--- src/rtl/wave_analyzer.sv ---
// wave_analyzer: on a start request, measures one full period of an 8-bit
// sample stream between two hysteresis-qualified rising mid-level crossings.
// Also captures min, max and peak-to-peak over that period, then pulses done.
module wave_analyzer #(
  parameter logic [7:0] MID     = 8'd127,
  parameter logic [7:0] HYST    = 8'd8,
  parameter int         PW      = 12,
  parameter int         TIMEOUT = 2047
) (
  input  logic          clk,
  input  logic          rst,
  input  logic          start,
  input  logic          sample_valid,
  input  logic [7:0]    sample,
  output logic          busy,
  output logic          done,
  output logic          timeout,
  output logic [PW-1:0] period,
  output logic [7:0]    vmin,
  output logic [7:0]    vmax,
  output logic [7:0]    amp
);

  localparam logic [7:0]    LO_LVL = MID - HYST;
  localparam logic [7:0]    HI_LVL = MID + HYST;
  localparam logic [PW-1:0] TO_CNT = PW'(TIMEOUT);

  typedef enum logic [1:0] {
    S_IDLE,
    S_ARM,
    S_MEASURE,
    S_DONE
  } state_t;

  state_t        state_q, state_d;
  logic          arm;
  logic [PW-1:0] cnt;
  logic [PW-1:0] cnt_inc;
  logic [7:0]    wmin, wmax;
  logic [7:0]    new_min, new_max;
  logic [7:0]    res_min, res_max;
  logic          is_low, is_high, crossing;
  logic          fin, fin_to;

  // Sample classification and working-value helpers.
  always_comb begin
    is_low   = (sample <= LO_LVL);
    is_high  = (sample >= HI_LVL);
    crossing = sample_valid && arm && is_high;
    new_min  = (sample < wmin) ? sample : wmin;
    new_max  = (sample > wmax) ? sample : wmax;
    // The counter saturates at the timeout value instead of wrapping.
    cnt_inc  = (cnt == TO_CNT) ? cnt : cnt + 1'b1;
  end

  // Next-state logic, end-of-measurement detection and status outputs.
  always_comb begin
    // NOTE: every signal driven here gets a default first, so no path
    // through the case statement can leave one unassigned and infer a latch.
    state_d = state_q;
    fin     = 1'b0;
    fin_to  = 1'b0;
    res_min = wmin;
    res_max = wmax;
    busy    = (state_q != S_IDLE);
    done    = (state_q == S_DONE);
    case (state_q)
      S_IDLE: begin
        if (start) state_d = S_ARM;
      end
      S_ARM: begin
        if (sample_valid) begin
          if (crossing) begin
            state_d = S_MEASURE;
          end else if (cnt_inc == TO_CNT) begin
            state_d = S_DONE;
            fin     = 1'b1;
            fin_to  = 1'b1;
          end
        end
      end
      S_MEASURE: begin
        if (sample_valid) begin
          // The terminating sample is part of the measured period.
          res_min = new_min;
          res_max = new_max;
          if (crossing) begin
            state_d = S_DONE;
            fin     = 1'b1;
          end else if (cnt_inc == TO_CNT) begin
            state_d = S_DONE;
            fin     = 1'b1;
            fin_to  = 1'b1;
          end
        end
      end
      default: state_d = S_IDLE;
    endcase
  end

  // State register.
  always_ff @(posedge clk) begin
    // NOTE: sequential state uses non-blocking assignments so every register
    // samples the pre-edge values, independent of statement order.
    if (!rst) state_q <= S_IDLE;
    else      state_q <= state_d;
  end

  // Arm flag, sample counter, working min/max and latched results.
  always_ff @(posedge clk) begin
    if (!rst) begin
      arm     <= 1'b0;
      cnt     <= '0;
      wmin    <= '0;
      wmax    <= '0;
      period  <= '0;
      vmin    <= '0;
      vmax    <= '0;
      amp     <= '0;
      timeout <= 1'b0;
    end else begin
      if (state_q == S_IDLE && start) begin
        arm  <= 1'b0;
        cnt  <= '0;
        wmin <= '0;
        wmax <= '0;
      end
      if ((state_q == S_ARM || state_q == S_MEASURE) && sample_valid) begin
        // Low samples arm, a crossing disarms, in-band samples leave it alone.
        if (crossing)    arm <= 1'b0;
        else if (is_low) arm <= 1'b1;
        if (state_q == S_ARM && crossing) begin
          cnt  <= PW'(1);
          wmin <= sample;
          wmax <= sample;
        end else begin
          cnt <= cnt_inc;
          if (state_q == S_MEASURE) begin
            wmin <= new_min;
            wmax <= new_max;
          end
        end
      end
      if (fin) begin
        period  <= fin_to ? '0 : cnt;
        vmin    <= res_min;
        vmax    <= res_max;
        amp     <= res_max - res_min;
        timeout <= fin_to;
      end
    end
  end

endmodule

--- config.mk ---
export PLATFORM = sky130hd
export DESIGN_NAME = wave_analyzer
export DESIGN_NICKNAME = d
export VERILOG_FILES = /design/src/rtl/wave_analyzer.sv
export SDC_FILE = /design/constraint.sdc
export NUM_CORES = 1
export LEC_CHECK = 0
export BUFFER_PORTS_ARGS = -buffer_cell sky130_fd_sc_hd__buf_2
export CAP_MARGIN = 20
export CORE_AREA = 2 2 137 139
export CTS_CLUSTER_DIAMETER = 60
export CTS_CLUSTER_SIZE = 8
export DETAILED_ROUTE_END_ITERATION = 12
export DIE_AREA = 0 0 139 141
export GPL_ROUTABILITY_DRIVEN = 0
export MAX_ROUTING_LAYER = met4
export PLACE_DENSITY_LB_ADDON = 0.1
export SLEW_MARGIN = 20
export SYNTH_ARGS = -nofsm -noshare
export SYNTH_HDL_FRONTEND = slang
export SYNTH_SLANG_ARGS = --single-unit
--- constraint.sdc ---
create_clock -name clk -period 4.3 [get_ports clk]
set_input_delay 0.86 -clock clk [delete_from_list [all_inputs] [get_ports clk]]
set_output_delay 0.86 -clock clk [all_outputs]
set_load 0.005 [all_outputs]
; After elaboration in Yosys (flattened, before gate mapping)
; Index checks and enable logic that the tools add are counted.
[totals]
reg_bits = 68
latchBits = 0
ram_bits = 0
romBits = 0
inputBits = 12
out_inout_bits = 39
word_cells = 72
n_memories = 0
[classes]
add_sub_neg = 2
mul = 0
n_div = 0
n_lt_le_gt_ge = 4
eq_ne = 8
shift = 0
mux = 37
bitwise_logic = 0
reduce_logical = 11
[op_table]
columns = cell, count
row1 = $mux 8, 14
row2 = $mux 12, 5
row3 = $eq 12x11->1 const B, 2
row4 = $add 12x1->12 const B, 1
row5 = $mux 2, 6
row6 = $mux 1, 10
row7 = $ge 8x8->1 const B, 1
row8 = $gt 8x8->1, 1
row9 = $le 8x7->1 const B, 1
row10 = $lt 8x8->1, 1
row11 = $sub 8x8->8, 1
row12 = $ne 2x2->1 const B, 3
row13 = $pmux 2 s3, 1
row14 = $logic_and 1x1->1, 5
row15 = $eq 2x2->1 const B, 2
row16 = $reduce_bool 2->1, 2
row17 = $reduce_and 3->1, 1
row18 = $eq 2x1->1 const B, 1
row19 = $logic_not 2->1, 1
row20 = $pmux 1 s2, 1
row21 = $reduce_or 2->1, 1
row22 = $logic_or 1x1->1, 1

; Depth between registers and ports, before layout
[depth]
ltp_word = 8
mapped_depth = 19
mapped_depth_nobuf = 17

; Worst setup path before layout
; Ideal clock, no wire load.
[synth_path]
path_kind = input -> register
startpoint = input sample[2]
endpoint = register amp[6]
setup_ns = 0.062
t_arrival_ns = 4.541
t_required_ns = 4.238
setup_slack_ns = -0.303
stages = 17
path_buffers = 1
path_cell_list = ha_1 > a211o_1 > a31oi_1 > o311ai_4 > nor2_1 > clkbuf_1 > nor2_1 > a21oi_1 > inv_1 > fa_1 > nor2b_1 > o21ai_0 > o41ai_1 > o41ai_1 > a21oi_1 > or3_1 > nand3_1
[synth_via]
elab_chain_cells = 5
word_cells_on_any_way = 16
classes_between = 1 x add/sub / 3 x order compare / 11 x mux / 1 x reduce/logical
[synth_lines]
columns = item, line_no
row1 = start: declaration, 14  ; input logic [7:0] sample,
row2 = $lt 8x8->1, 50  ; new_min = (sample < wmin) ? sample : wmin;
row3 = $mux 8, 50
row4 = $mux 8, 83  ; if (sample_valid) begin
row5 = $mux 8, 67  ; case (state_q)
row6 = named net res_min[1], 41  ; logic [7:0] res_min, res_max;
row7 = $sub 8x8->8, 148  ; amp <= res_max - res_min;
row8 = end signal: assignment, 148
row9 = end: declaration, 21  ; output logic [7:0] amp
; The timed path passes the listed nets, and every way through them passes these cells.
; A chain may end at the register's enable or synchronous reset.

; Final worst setup path
[layout_path]
startpoint = input sample[6]
endpoint = register amp[7]
[layout_via]
elab_chain_cells = 5
word_cells_on_any_way = 16
classes_between = 1 x add/sub / 3 x order compare / 11 x mux / 1 x reduce/logical
[layout_lines]
columns = item, line_no
row1 = "$gt 8x8->1, or another cell as far along", 51  ; new_max = (sample > wmax) ? sample : wmax;
row2 = "$mux 8, or another cell as far along", 51
row3 = $mux 8 / $mux 1 (equally long branches) (2 in a row), -
row4 = $sub 8x8->8 / $pmux 1 s2 (equally long branches), "148, 67"
; Several ways; a longest one is shown, not always the timed one.

==> results by stage <==
Timing:
- The count of pins over their slew limit was 0.
- The setup skew after layout is just over 0.007 ns.
- The measured slew at the worst slew-check pin is 0.819 ns.
- The final-report setup violation count is 0.
- The share of the clock period used by the worst path is 0.951.
- Setup repair after global routing left no endpoint under its margin.
- The maximum clock rate is 245 MHz.
- The number of failing hold endpoints at the final stage came to 0.
- Measured against its own limit, the worst slew margin works out to 0.453.
- The time the final worst path needs with I/O delays and setup is ~4.1 ns.

Routing:
- For this run, the detailed router's first-pass iteration total came to 6.
- Summing over every cut layer, the via total after detailed routing is 4709.
- In the final routed layout, each cell accounts on average for between 15 and 20 µm.
- The count of nets left with antenna violations after detail routing is 0.
- The detailed router finished its first iteration with about 360 violations.
- For this block, the routed nets add up to between 15 and 20 mm of wire.
- In the routed design, unresolved DRC markers number 0.
- The average vias per placed instance is between 5 and 6.

Worst setup path:
- The maximum fanout along the worst path is 5.
- The endpoint class of the critical path is a register.
- STA classifies the critical path startpoint as a primary input.
- The minimum setup slack among reg-to-reg paths is approximately 0.33 ns.
- The arrival time reported for the critical path endpoint is between 4 and 5 ns.
- The worst setup path is of the primary input to register kind.
- STA puts the critical path data required time at 4.57 ns.

Logic synthesis:
- The simple logic cell fraction of the synthesized area is 0.216.
- The post-synth net total is 624.
- Of the total synthesized cell area, the portion taken by full adders, half adders and majority gates is 0.0748.
- By area the synthesized netlist is led by dfxtp_1 (31%), ha_1 (7.0%), nor2_1 (6.8%).
- The portion of synthesized area spent on multiplexers is 0.00928.
- The register bit count reported by yosys is 68.
- The average instance in the mapped netlist occupies between 7 and 8 µm².
- The post-synthesis compound-gate area fraction is 0.321.
- The area of the mapped netlist is approximately 4400 µm².
- The area fraction of the dominant cell type after synthesis is 0.306.
- Of all cell types, the one taking the most synthesized area is dfxtp_1.
- The synthesized design contains 0 enable-type register cells.
- Synthesis produced a netlist whose cell count is 586.
- The async set or reset register ratio after synthesis is 0.
- The most instantiated flip-flop cell in the synthesis netlist is dfxtp_1.
- Counting distinct cell types in the post-synthesis netlist gives 71.
- Of the total synthesized cell area, the portion taken by XOR and XNOR cells is 0.0118.
- The number of warnings issued by yosys is 0.
- The sequential share of the synthesized area is 0.306.
- By area, the combinational part of the netlist is dominated by compound AO/OA/AOI/OAI gates.

Clock network:
- In this run the number of H-tree levels came out at 3.
- The clock tree from TritonCTS is done.
- The number of hold buffers added after CTS was 0.
- The later pin in the worst-skew pair is clocked with a latency of ~0.35 ns.
- The maximum number of buffers from clock root to sink is 2.
- CTS placed an instance of clkbuf_16 at the clock tree root.
- The total clock buffers created by CTS is 9.
- After clock tree synthesis, the clock-pin slew on the worst setup and hold paths is roughly 0.060 ns.
- The TritonCTS sink count is 68.

Run status:
- The run finished with clean final reports.

Layout:
- The final cell count without fillers is 906.
- The number of nets in the final layout is about 710.
- The number of inserted diodes is 0.
- The layout-stage area growth over the synthesis result is 26.4%.
- At the end of the flow the core is filled with cells to 0.308.
- The leading cell type in the layout, fill and taps excluded is nor2_1.
- In the layout the commonest cells are nor2_1 (80), dfxtp_1 (68), nand2_1 (60).
- Of the cells placed in the final design, the portion with a size suffix greater than 1 is 0.214.

Power:
- The highest ir drop seen on vdd is ~0.18 mV.
- Summed over all cells, the static leakage comes to 0.00218 µW.
- The total power per unit cell area is approximately 300 nW/µm².
- The total power of the final layout is 1680 µW.

Floorplanning:
- The die area is approximately 20000 µm².
- Measured along the x axis, the die boundary spans about 140 µm.
- The total number of placement rows is 50.
- The starting utilization of the core area is 0.243.
- 51 I/O pins were placed.
- The core region is 18300 µm².
- The floorplan die height is 141 µm.

Global routing:
- The first-pass GRT wire length is 25.4 mm.
- The total congestion overflow after global routing is 0.
- The via count of the first global-routing pass is 4701.
- The all-layer global routing usage is 0.169.
- Entering global routing, the biggest net connects 45 pins.
- The number of antenna violations at the first check in global routing is 0.

Placement:
- The number of placed instances, taps included, is between 800 and 900.
- The HPWL after detailed placement is between 10 and 15 mm.
- The number of input and output port buffers inserted is 50.

Flow run:
- The count of maximum capacitance violations is 0.

Min path:
- The path class of the lowest-slack min-delay path is register to register.
## synthesized netlist by cell type, drive strengths merged, types with 6 or more instances
| cell type | instances |
|---|---|
| a211oi | 18 |
| a21oi | 52 |
| a22o | 9 |
| a22oi | 12 |
| and2 | 9 |
| and3 | 6 |
| clkbuf | 33 |
| dfxtp | 68 |
| ha | 25 |
| inv | 33 |
| nand2 | 62 |
| nand3 | 8 |
| nand4 | 9 |
| nor2 | 81 |
| nor3 | 15 |
| o21ai | 30 |
| o22ai | 9 |
## cell families (layout without fill, tap and decap cells)
family / Yosys count / in the layout
muxes: 4 / 4
adders and majority gates: 26 / 26
buffers and inverters: 71 / 157
AOI/OAI and AO/OA: 200 / 200
xor gates and xnor gates: 6 / 6
DFF: 68 / 68
and+or+nand+nor: 211 / 211
## layer usage
metal,vias to the layer above,track usage,routed length (µm)
met5,-,-,0
met4,0,0.0707,470
met3,30,0.0346,613
met2,139,0.270,7170
met1,2212,0.209,7470
li1,2328,-,-
## worst paths after layout
check | from | end | cells past startpoint
hold / removal | amp[3] | amp[3] | 2
hold reg to reg | amp[3] | amp[3] | 2
setup reg to reg | wmax[7] | amp[7] | 17
setup / recovery | sample[6] | amp[7] | 18
## timing repair
| action | 4_1_cts | 5_1_grt |
|---|---|---|
| gates resized for setup | 0 | 1 |
| setup endpoints to repair | 0 | 1 |
| endpoints found under the hold margin | 0 | 0 |
| buffers inserted | 0 | 0 |
## power by group
group / leakage [µW] / internal (µW) / switching, µW / total, µW
Sequential: 0.000548 / 635 / 7.29 / 643
Clock: 0.000149 / 508 / 302 / 810
Combinational: 0.00148 / 75.7 / 152 / 227
Total: 0.00218 / 1220 / 461 / 1680
## worst max-delay path, stage by stage
cell,delay (ns)
buf_2,0.13
ha_1,0.32
nand4_1,0.17
nor2_1,0.11
buf_4,0.15
a2111oi_2,0.34
nor2_1,0.12
nor2_1,0.11
a21oi_1,0.07
ha_1,0.25
inv_1,0.06
a21o_1,0.18
nor2_1,0.06
a221o_1,0.36
or3_4,0.42
o41ai_4,0.34
nor4_1,0.09
o31ai_1,0.23
## flip-flops by register name, indices dropped and copies added (netlist names)
| register | flops |
|---|---|
| arm | 1 |
| timeout | 1 |
| amp | 8 |
| state_q | 2 |
| vmax | 8 |
| wmax | 8 |
| period | 12 |
| wmin | 8 |
| vmin | 8 |
| cnt | 12 |
## stage by stage
step	TNS [ns]	hold WS [ns]	area [µm²]	setup WS [ns]
6_report	0	0.448	5620	0.211
5_1_grt	0	0.472	5620	0.0125
4_1_cts	0	0.453	5620	0.229
3_5_place_dp	-0.373	0.444	5300	-0.150
3_3_place_gp	-0.225	0.442	5300	-0.104
2_1_floorplan	0	0.448	4480	0.00954
## cell type report
type | count | area, µm²
clock inverters | 6 | 88.8
clock buffers | 10 | 229
flip-flops and latches | 68 | 1360
well taps | 234 | 293
fillers | 1961 | 12600
inverters | 33 | 124
multi-input cells | 447 | 2840
repair buffers | 108 | 686
Note: power is estimated with default switching activity, not from simulation.
